**config.mk**
```make
export PLATFORM = sky130hd
export DESIGN_NAME = spi_mnrch_multi
export DESIGN_NICKNAME = d
export VERILOG_FILES = /design/src/rtl/spi_mnrch_pkg.sv /design/src/rtl/spi_sclk_gen.sv /design/src/rtl/spi_mnrch_multi.sv
export SDC_FILE = /design/constraint.sdc
export NUM_CORES = 1
export LEC_CHECK = 0
export BUFFER_PORTS_ARGS = -buffer_cell sky130_fd_sc_hd__buf_2
export CORE_MARGIN = 1.5
export CORE_UTILIZATION = 54
export CTS_BUF_LIST = sky130_fd_sc_hd__clkbuf_4 sky130_fd_sc_hd__clkbuf_8 sky130_fd_sc_hd__clkbuf_16
export CTS_CLUSTER_SIZE = 8
export DETAILED_ROUTE_END_ITERATION = 8
export GPL_ROUTABILITY_DRIVEN = 0
export PLACE_DENSITY = 0.78
export SKIP_CTS_REPAIR_TIMING = 1
export SLEW_MARGIN = 20
export SYNTH_ARGS = -nofsm -noshare
export SYNTH_HDL_FRONTEND = slang
export SYNTH_SLANG_ARGS = --single-unit
```
**constraint.sdc**
```tcl
create_clock -name clk -period 2.55 [get_ports clk]
set_clock_uncertainty 0.2 [all_clocks]
set_input_delay 0.1275 -clock clk [delete_from_list [all_inputs] [get_ports clk]]
set_output_delay 0.1275 -clock clk [all_outputs]
set_load 0.05 [all_outputs]
```
**src/rtl/spi_mnrch_pkg.sv**
```systemverilog
// Shared types for the SPI monarch: FSM state encoding, SPI mode struct and mode constants.
// Latency: n/a (types only).
// Backpressure: n/a (types only).
package spi_mnrch_pkg;

  typedef enum logic [1:0] {
    ST_IDLE  = 2'd0,
    ST_SETUP = 2'd1,
    ST_XFER  = 2'd2,
    ST_HOLD  = 2'd3
  } spi_state_t;

  // Packed so that {cpol, cpha} lines up with the 2-bit mode port (cpol is the MSB).
  typedef struct packed {
    logic cpol;
    logic cpha;
  } spi_mode_t;

  localparam spi_mode_t MODE0 = 2'b00;
  localparam spi_mode_t MODE1 = 2'b01;
  localparam spi_mode_t MODE2 = 2'b10;
  localparam spi_mode_t MODE3 = 2'b11;

endpackage

```
**src/rtl/spi_sclk_gen.sv**
```systemverilog
// SCLK generator: owns the registered SCLK and decodes edge strobes from the FSM's counters.
// Latency: lead_edge/trail_edge are combinational, one cycle ahead of the registered SCLK toggle.
// Backpressure: none; counters only advance under FSM control.
//
// Ports:
//   clk, rst_n    clock, asynchronous active-low reset
//   run           FSM is in SETUP or XFER (edges may be issued)
//   load          transfer accepted this cycle; SCLK takes load_cpol next cycle
//   load_cpol     CPOL of the transfer being accepted
//   div_cnt       half-period divider count (0..H-1)
//   edge_cnt      number of SCLK edges already issued
//   sclk          registered serial clock
//   lead_edge     next clock edge is a leading (odd-numbered) SCLK edge
//   trail_edge    next clock edge is a trailing (even-numbered) SCLK edge
//   last_edge     all 2*DATA_W edges have been issued
module spi_sclk_gen #(
  parameter int DATA_W   = 16,
  parameter int SCLK_DIV = 16,
  parameter int DIV_W    = $clog2(SCLK_DIV / 2) + 1,
  parameter int EDGE_W   = $clog2(2 * DATA_W) + 1
) (
  input  logic              clk,
  input  logic              rst_n,
  input  logic              run,
  input  logic              load,
  input  logic              load_cpol,
  input  logic [DIV_W-1:0]  div_cnt,
  input  logic [EDGE_W-1:0] edge_cnt,
  output logic              sclk,
  output logic              lead_edge,
  output logic              trail_edge,
  output logic              last_edge
);

  localparam int H     = SCLK_DIV / 2;
  localparam int EDGES = 2 * DATA_W;

  logic sclk_q, sclk_d;
  logic edge_due;

  always_comb begin
    // An edge is due at the end of every half period while edges remain.
    edge_due   = run && (div_cnt == DIV_W'(H - 1)) && (edge_cnt < EDGE_W'(EDGES));
    // edge_cnt even means the upcoming edge number (edge_cnt+1) is odd, i.e. leading.
    lead_edge  = edge_due && !edge_cnt[0];
    trail_edge = edge_due && edge_cnt[0];
    last_edge  = (edge_cnt == EDGE_W'(EDGES));

    sclk_d = sclk_q;
    if (load) begin
      sclk_d = load_cpol;
    end else if (edge_due) begin
      sclk_d = ~sclk_q;
    end
  end

  always_ff @(posedge clk or negedge rst_n) begin
    if (!rst_n) begin
      sclk_q <= 1'b1;
    end else begin
      sclk_q <= sclk_d;
    end
  end

  assign sclk = sclk_q;

endmodule

```
**src/rtl/spi_mnrch_multi.sv**
```systemverilog
// SPI monarch with NUM_SS selects, DATA_W-bit full-duplex word, per-transfer CPOL/CPHA.
// Latency: wrt accepted at cycle 0 -> done at cycle DATA_W*SCLK_DIV + SCLK_DIV + 1.
// Backpressure: wrt is only taken in IDLE (busy low); wrt while busy is dropped, not queued.
//
// Build option: define SPI_MNRCH_LSB_FIRST_EN to add the lsb_first input (LSB-first shifting).
//
// Ports:
//   clk, rst_n    clock, asynchronous active-low reset
//   wrt           start pulse, sampled only in IDLE
//   wt_data       word to transmit
//   ss_sel        target slave index (out-of-range -> no select asserted)
//   mode          {CPOL, CPHA}, latched on accepted wrt
//   lsb_first     (optional) shift LSB first, latched on accepted wrt
//   MISO          serial data from slave
//   SS_n          registered active-low selects
//   SCLK          registered serial clock
//   MOSI          registered serial data to slave
//   busy          transfer in progress
//   done          sticky completion flag, cleared by the next accepted wrt
//   rd_data       received word
module spi_mnrch_multi
  import spi_mnrch_pkg::*;
#(
  parameter int DATA_W   = 16,
  parameter int SCLK_DIV = 16,
  parameter int NUM_SS   = 1,
  parameter int SS_W     = (NUM_SS > 1) ? $clog2(NUM_SS) : 1
) (
  input  logic              clk,
  input  logic              rst_n,
  input  logic              wrt,
  input  logic [DATA_W-1:0] wt_data,
  input  logic [SS_W-1:0]   ss_sel,
  input  logic [1:0]        mode,
`ifdef SPI_MNRCH_LSB_FIRST_EN
  input  logic              lsb_first,
`endif
  input  logic              MISO,
  output logic [NUM_SS-1:0] SS_n,
  output logic              SCLK,
  output logic              MOSI,
  output logic              busy,
  output logic              done,
  output logic [DATA_W-1:0] rd_data
);

  localparam int H      = SCLK_DIV / 2;
  localparam int DIV_W  = $clog2(H) + 1;
  localparam int EDGE_W = $clog2(2 * DATA_W) + 1;

  spi_state_t        state_q, state_d;
  logic [DIV_W-1:0]  div_q, div_d;
  logic [EDGE_W-1:0] edge_q, edge_d;
  logic [DATA_W-1:0] sr_q, sr_d;
  logic              mosi_q, mosi_d;
  logic [NUM_SS-1:0] ss_n_q, ss_n_d;
  logic              busy_q, busy_d;
  logic              done_q, done_d;
  logic [DATA_W-1:0] rd_data_q, rd_data_d;
  logic              cpha_q, cpha_d;
`ifdef SPI_MNRCH_LSB_FIRST_EN
  logic              lsb_q, lsb_d;
`endif

  spi_mode_t         mode_s;
  logic              accept;
  logic              run;
  logic              div_wrap;
  logic              lead_edge, trail_edge, last_edge;
  logic              tx_bit;
  logic [DATA_W-1:0] sr_shift;
  logic              first_bit;

  assign mode_s = spi_mode_t'(mode);
  assign run    = (state_q == ST_SETUP) || (state_q == ST_XFER);

  spi_sclk_gen #(
    .DATA_W   (DATA_W),
    .SCLK_DIV (SCLK_DIV),
    .DIV_W    (DIV_W),
    .EDGE_W   (EDGE_W)
  ) u_sclk_gen (
    .clk        (clk),
    .rst_n      (rst_n),
    .run        (run),
    .load       (accept),
    .load_cpol  (mode_s.cpol),
    .div_cnt    (div_q),
    .edge_cnt   (edge_q),
    .sclk       (SCLK),
    .lead_edge  (lead_edge),
    .trail_edge (trail_edge),
    .last_edge  (last_edge)
  );

  always_comb begin
    state_d   = state_q;
    div_d     = div_q;
    edge_d    = edge_q;
    sr_d      = sr_q;
    mosi_d    = mosi_q;
    ss_n_d    = ss_n_q;
    busy_d    = busy_q;
    done_d    = done_q;
    rd_data_d = rd_data_q;
    cpha_d    = cpha_q;
    accept    = 1'b0;
    div_wrap  = (div_q == DIV_W'(H - 1));

    // One shift register serves both directions: the outgoing bit leaves one end
    // while MISO enters the other, so after DATA_W samples it holds the received word.
`ifdef SPI_MNRCH_LSB_FIRST_EN
    lsb_d     = lsb_q;
    tx_bit    = lsb_q ? sr_q[0] : sr_q[DATA_W-1];
    sr_shift  = lsb_q ? {MISO, sr_q[DATA_W-1:1]} : {sr_q[DATA_W-2:0], MISO};
    first_bit = lsb_first ? wt_data[0] : wt_data[DATA_W-1];
`else
    tx_bit    = sr_q[DATA_W-1];
    sr_shift  = {sr_q[DATA_W-2:0], MISO};
    first_bit = wt_data[DATA_W-1];
`endif

    case (state_q)
      ST_IDLE: begin
        if (wrt) begin
          accept  = 1'b1;
          state_d = ST_SETUP;
          sr_d    = wt_data;
          cpha_d  = mode_s.cpha;
          done_d  = 1'b0;
          busy_d  = 1'b1;
          div_d   = '0;
          edge_d  = '0;
`ifdef SPI_MNRCH_LSB_FIRST_EN
          lsb_d   = lsb_first;
`endif
          // Out-of-range selects leave every SS_n high; the transfer still runs.
          ss_n_d = '1;
          for (int i = 0; i < NUM_SS; i++) begin
            if (ss_sel == SS_W'(i)) begin
              ss_n_d[i] = 1'b0;
            end
          end
          // CPHA=0 slaves sample on the first edge, so the first bit must be
          // on the line for the whole SETUP half period.
          if (!mode_s.cpha) begin
            mosi_d = first_bit;
          end
        end
      end
      ST_SETUP: begin
        div_d = div_wrap ? '0 : div_q + DIV_W'(1);
        if (div_wrap) begin
          state_d = ST_XFER;
        end
      end
      ST_XFER: begin
        // Stays one extra half period after the final edge so SCLK rests at CPOL
        // for a full half period before HOLD begins.
        div_d = div_wrap ? '0 : div_q + DIV_W'(1);
        if (div_wrap && last_edge) begin
          state_d = ST_HOLD;
        end
      end
      ST_HOLD: begin
        div_d = div_wrap ? '0 : div_q + DIV_W'(1);
        if (div_wrap) begin
          state_d   = ST_IDLE;
          ss_n_d    = '1;
          done_d    = 1'b1;
          busy_d    = 1'b0;
          rd_data_d = sr_q;
        end
      end
      default: begin
        state_d = ST_IDLE;
      end
    endcase

    if (lead_edge || trail_edge) begin
      edge_d = edge_q + EDGE_W'(1);
    end
    // CPHA selects which edge samples MISO; MOSI moves on the other one.
    if (cpha_q ? trail_edge : lead_edge) begin
      sr_d = sr_shift;
    end
    if (cpha_q ? lead_edge : trail_edge) begin
      mosi_d = tx_bit;
    end
  end

  always_ff @(posedge clk or negedge rst_n) begin
    if (!rst_n) begin
      state_q   <= ST_IDLE;
      div_q     <= '0;
      edge_q    <= '0;
      sr_q      <= '0;
      mosi_q    <= 1'b0;
      ss_n_q    <= '1;
      busy_q    <= 1'b0;
      done_q    <= 1'b0;
      rd_data_q <= '0;
      cpha_q    <= 1'b0;
`ifdef SPI_MNRCH_LSB_FIRST_EN
      lsb_q     <= 1'b0;
`endif
    end else begin
      state_q   <= state_d;
      div_q     <= div_d;
      edge_q    <= edge_d;
      sr_q      <= sr_d;
      mosi_q    <= mosi_d;
      ss_n_q    <= ss_n_d;
      busy_q    <= busy_d;
      done_q    <= done_d;
      rd_data_q <= rd_data_d;
      cpha_q    <= cpha_d;
`ifdef SPI_MNRCH_LSB_FIRST_EN
      lsb_q     <= lsb_d;
`endif
    end
  end

  assign SS_n    = ss_n_q;
  assign MOSI    = mosi_q;
  assign busy    = busy_q;
  assign done    = done_q;
  assign rd_data = rd_data_q;

endmodule

```
==> results_dict.tcl, run 1 <==
set metrics [dict create \
    status "finished, violations left" \
    num-fill-cells 295 \
    drt_first_pass_iters 4 \
    yosys.area.top_type "dfrtp_1" \
    synthFlopType "dfrtp_1" \
    slew_viol_final 0 \
    grt-ovfl-total 0 \
    drc 0 \
    synthTopCellsByCount "48 x dfrtp_1, 24 x o21ai_0, 22 x nand2_1" \
    relSlewSlack_pct 60.0 \
    post_synth_num_cell_types 31 \
    p_clk_share_pct 16.0 \
    rsz0062_at_grt "false" \
    io_buffers 43 \
    setup_tns_ns 0 \
    die_area_um2 4660 \
    ios 44 \
    period_share_pct 85.5 \
    n_antenna_cell 0 \
    power_density_nw_per_um2 1180 \
    synth_enable_flop_cells 0 \
    grt_pass1_wl_mm 7.10 \
    wirelength_mm 4.54 \
    setup_violations 0 \
    clk_latency_ns 0.30 \
    layout-drive-gt1-share_pct 31.7 \
    power_switching_mw 1.45 \
    dp.final_hpwl_mm 3.00 \
    syn_inst 198 \
    die_y_um 68.3 \
    cp_data_arrival_time_ns 2.17 \
    area_growth_syn_to_layout_pct 26.5 \
    yosysWarningCount 0 \
    ant_nets 0 \
    h-tree-depth 2 \
    path_max_fanout 11 \
    violations "negative hold slack" \
    grt_max_degree 33 \
    nets 297 \
    critical_path_class "reg2reg" \
    comb_power_share_pct 43.6 \
    worst_slew_pin_slew_ns 0.600 \
    clockRootBuffer "clkbuf_8" \
    drtIter0Drc 91 \
    clk_pin_slew_ns 0.09 \
    p_seq_share_pct 40.4 \
    grt_use_total_pct 20.5 \
    holdWs_ns -0.0721 \
    worstSetupEndpointType "flip-flop" \
    swShare_pct 42.3 \
    multiInputGateArea_um2 986 \
    avgSynthCellArea_um2 11.6 \
    p_leak_nw 1.48 \
    synthTopCellsByArea "dfrtp_1 52%, mux2_2 9.8%, mux2i_1 7.4%" \
    drv_cap 0 \
    synth_nets 228 \
    worstPathRequired_ns 2.54 \
    layout_min_cycle_time_ns 2.18 \
    internal_power_mw 1.98 \
    clkSinkCount 50 \
    grt_pass1_vias 1512 \
    cts_tree "built" \
    ir_drop_mv 0.736 \
    power_mw 3.43 \
    synthArstFlopShare_pct 100 \
    syn_area_um2 2300 \
    antenna_found_initial 0 \
    yosysTopAreaCellShare_pct 52.2 \
    numCtsBuffers 5 \
    wl_per_cell_um 14.3 \
    core_um2 4060 \
    synth.most_common_cell "dfrtp_1" \
    num_rows 23 \
    hold_violations 1 \
    startpoint_type "flip-flop" \
    worst_hold_path_type "in2reg" \
    num_vias 1664 \
    die-width_um 68.3 \
    ys_ff_latch 50 \
    yosysSeqAreaShare_pct 54.5 \
    ctsLongestPathBuffers 2 \
    fmax_mhz 459 \
    start_util_pct 56.7 \
    area.sequential_um2 1250 \
    via_per_inst 5.23 \
]
==> layout make-up <==
class,instances,area share (%)
inverters,6,0.774
clock inverters,3,1.38
well taps,50,2.15
clock buffers,5,2.36
flip-flops and latches,50,43.1
multi-input cells,133,33.9
repair buffers,71,16.4
==> power by group through the flow <==
stage	logic, mW	registers [mW]	clock network (mW)
after floorplan	0.680	1.81	0
after global placement	1.43	1.38	0
after detailed placement	1.48	1.39	0
after CTS	1.48	1.39	0.564
after global routing	1.62	1.44	0.595
final	1.50	1.39	0.550
==> stage by stage <==
stage          cell area, um^2  std cells  utilization, %  setup slack, ns
2_1_floorplan             2300        198               -            0.488
5_1_grt                   2910        318            71.8            0.287
6_report                  2910        318            71.8            0.371
3_5_place_dp              2590        289            63.9            0.427
3_3_place_gp              2590        289            63.9            0.475
4_1_cts                   2700        297            66.6            0.388
==> worst paths after layout <==
| check | startpoint | to | slack (ns) | depth (start not counted) |
|---|---|---|---|---|
| worst min register to register | rd_data[7] | rd_data[7] | 0.30 | 1 |
| worst min-delay path | wt_data[14] | sr_q[14] | -0.07 | 3 |
| worst max-delay path | state_q[0] | edge_q[3] | 0.37 | 6 |
| min in group asynchronous | rst_n | div_q[3] | 0.16 | 2 |
| max in group asynchronous | rst_n | rd_data[8] | 1.38 | 3 |
| worst max register to register | state_q[0] | edge_q[3] | 0.37 | 6 |
==> state kept, by name (all words and copies together), names as in the netlist <==
signal           count
rd_data             16
sr_q                16
edge_q               6
div_q                4
state_q              2
MOSI                 1
SS_n                 1
busy                 1
cpha_q               1
done                 1
u_sclk_gen.sclk      1
==> cells in the final DEF (no fill, tap or decap), types with 2 or more instances in the layout <==
master / synthesis / routed
nand3_1: 4 / 4
buf_4: 0 / 7
nand2_1: 22 / 22
mux2_2: 20 / 20
dlygate4sd3_1: 0 / 21
mux2i_1: 17 / 17
buf_2: 3 / 43
a21oi_1: 6 / 6
clkbuf_8: 0 / 5
nor2_1: 8 / 8
xor2_1: 3 / 3
dfrtp_1: 48 / 48
clkinv_2: 0 / 2
dfstp_2: 2 / 2
ha_1: 7 / 7
mux2_4: 2 / 2
nand2b_1: 2 / 2
o21ai_0: 24 / 24
inv_1: 6 / 6
o22a_1: 3 / 3
nor3_1: 3 / 2
==> kinds of logic (layout without fill, tap and decap cells) <==
group	after synthesis	after routing	synth area share (%)
muxes	39	39	18.5
DFF	50	50	54.5
adders and majority gates	7	7	3.80
and+or+nand+nor	45	45	9.35
xor gates and xnor gates	4	4	1.52
buffers and inverters	15	85	2.93
AOI/OAI and AO/OA	38	38	9.46
==> worst max-delay path, cell delays in order (launching register included) <==
cell,delay (ns)
dfrtp_1,0.43
inv_1,0.09
ha_1,0.32
nand2b_1,0.12
or2_1,0.34
mux2_4,0.33
mux2_4,0.25
==> routing by layer <==
metal,vias up,routed length [um],track usage (%)
met3,6,169,5.59
met1,797,2130,29.0
li1,823,-,-
met2,38,2180,30.3
met4,0,60,7.00
met5,-,0,0
Note: power is estimated with default switching activity, not from simulation.
==> inputs of run 2 (changes only) <==
RECOVER_POWER = 100   (was unset)
==> run 2 against run 1 <==
Net effect:
- the run still ends with negative hold slack left
- worst setup slack lost 0.059 ns
- global-route usage is the same
- largest power group unchanged
- die area is the same
- sequential power is essentially flat
- combinational power shrank 4%
- non-clock buffer count is the same
- sequential share of layout area grew 0.73 points
==> results_dict.tcl, run 2 (same netlist as run 1, synthesis figures left out) <==
set metrics [dict create \
    grt_pass1_wl_mm 7.10 \
    layout-drive-gt1-share_pct 22.4 \
    start_util_pct 56.7 \
    ios 44 \
    status "finished, violations left" \
    relSlewSlack_pct 4.49 \
    setup_violations 0 \
    p_clk_share_pct 16.3 \
    clockRootBuffer "clkbuf_8" \
    worst_slew_pin_slew_ns 1.43 \
    ir_drop_mv 0.721 \
    die_y_um 68.3 \
    fin_area_um2 2860 \
    clk_pin_slew_ns 0.09 \
    power_mw 3.38 \
    n_antenna_cell 0 \
    cp_slowest_cell "dfrtp_1" \
    setup_ws_ns 0.311 \
    swShare_pct 43.1 \
    holdWs_ns -0.0729 \
    setup_tns_ns 0 \
    cts_tree "built" \
    power_density_nw_per_um2 1180 \
    hold_violations 1 \
    via_per_inst 5.24 \
    internal_power_mw 1.93 \
    die_area_um2 4660 \
    slew_viol_final 0 \
    period_share_pct 87.8 \
    wl_per_cell_um 14.3 \
    final_cell_mix "48 x dfrtp_1, 24 x o21ai_0, 24 x clkbuf_1" \
    dp.final_hpwl_mm 3.00 \
    grt_pass1_vias 1512 \
    comb_power_share_pct 42.6 \
    startpoint_type "flip-flop" \
    io_buffers 43 \
    ctsLongestPathBuffers 2 \
    cpPeakStageDelay_ns 0.42 \
    fmax_mhz 447 \
    antenna_found_initial 0 \
    drt_first_pass_iters 4 \
    clk_latency_ns 0.30 \
    drv_cap 0 \
    layout_min_cycle_time_ns 2.24 \
    crit_chain "inv_1 > ha_1 > nand2_1 > clkbuf_1 > mux2_1 > mux2_4" \
    power_switching_mw 1.46 \
    die-width_um 68.3 \
    critical_path_class "reg2reg" \
    area_growth_syn_to_layout_pct 24.3 \
    pre_cts_ws_ns 0.427 \
    drc 0 \
    final_common_cell "dfrtp_1" \
    wirelength_mm 4.56 \
    core_um2 4060 \
    num_rows 23 \
    path_max_fanout 9 \
    num-fill-cells 314 \
    num_vias 1665 \
    nets 297 \
    ant_nets 0 \
    p_leak_nw 1.38 \
    violations "negative hold slack" \
    cp_data_arrival_time_ns 2.23 \
    p_seq_share_pct 41.1 \
    drtIter0Drc 96 \
    worstSetupEndpointType "flip-flop" \
    numCtsBuffers 5 \
    grt_use_total_pct 20.5 \
    placed_area_um2 2590 \
    worstPathRequired_ns 2.54 \
    grt-ovfl-total 0 \
    rsz0062_at_grt "false" \
    clkSinkCount 50 \
    grt_max_degree 33 \
    h-tree-depth 2 \
    worst_hold_path_type "in2reg" \
]
==> run 2: cell count changes in the layout (fill, tap and decap cells not counted), sizes merged <==
cell,change
buf,-28
clkbuf,+28
==> run 2: per-layer routing <==
layer,vias up,global-route usage [%],share of wire (%)
li1,823,-,-
met5,-,0,0
met4,0,7.00,1.3
met2,35,30.3,47
met3,6,5.59,3.5
met1,801,29.0,48
==> run 2: final timing paths <==
path                            cells after the start        start  slack [ns]         end
worst max-delay path                                6   state_q[1]        0.31   edge_q[3]
worst min-delay path                                3  wt_data[14]       -0.07    sr_q[14]
worst max register to register                      6   state_q[1]        0.31   edge_q[3]
worst min register to register                      1   rd_data[7]        0.31  rd_data[7]
max in group asynchronous                           3        rst_n        0.64    sr_q[11]
min in group asynchronous                           2        rst_n        0.48    div_q[3]
==> run 2: worst max-delay path, delay by kind of cell, from the launching register on <==
| family | cells | cell delay, ns |
|---|---|---|
| muxes | 2 | 0.59 |
| DFF | 1 | 0.42 |
| buffers and inverters | 2 | 0.37 |
| adders and majority gates | 1 | 0.34 |
| and+or+nand+nor | 1 | 0.20 |
==> run 2: layout make-up <==
class | instances | area [um^2] | share of cell area [%]
flip-flops and latches | 50 | 1250 | 43.8
multi-input cells | 133 | 982 | 34.3
repair buffers | 71 | 433 | 15.1
clock buffers | 5 | 68.8 | 2.40
well taps | 50 | 62.6 | 2.19
clock inverters | 3 | 40.0 | 1.40
inverters | 6 | 22.5 | 0.787
==> run 2: metrics by stage <==
step	std cells	utilization (%)	hold slack (ns)
6_report	318	70.6	-0.0729
5_1_grt	318	70.6	0.00641
4_1_cts	297	66.6	-0.364
3_5_place_dp	289	63.9	-0.0303
3_3_place_gp	289	63.9	-0.0353
2_1_floorplan	198	-	-0.368
==> run 2: power groups by stage <==
stage | sequential [mW] | combinational [mW] | clock, mW
after floorplan | 1.81 | 0.680 | 0
after global placement | 1.38 | 1.43 | 0
after detailed placement | 1.39 | 1.48 | 0
after CTS | 1.39 | 1.48 | 0.564
after global routing | 1.44 | 1.57 | 0.595
final | 1.39 | 1.44 | 0.551
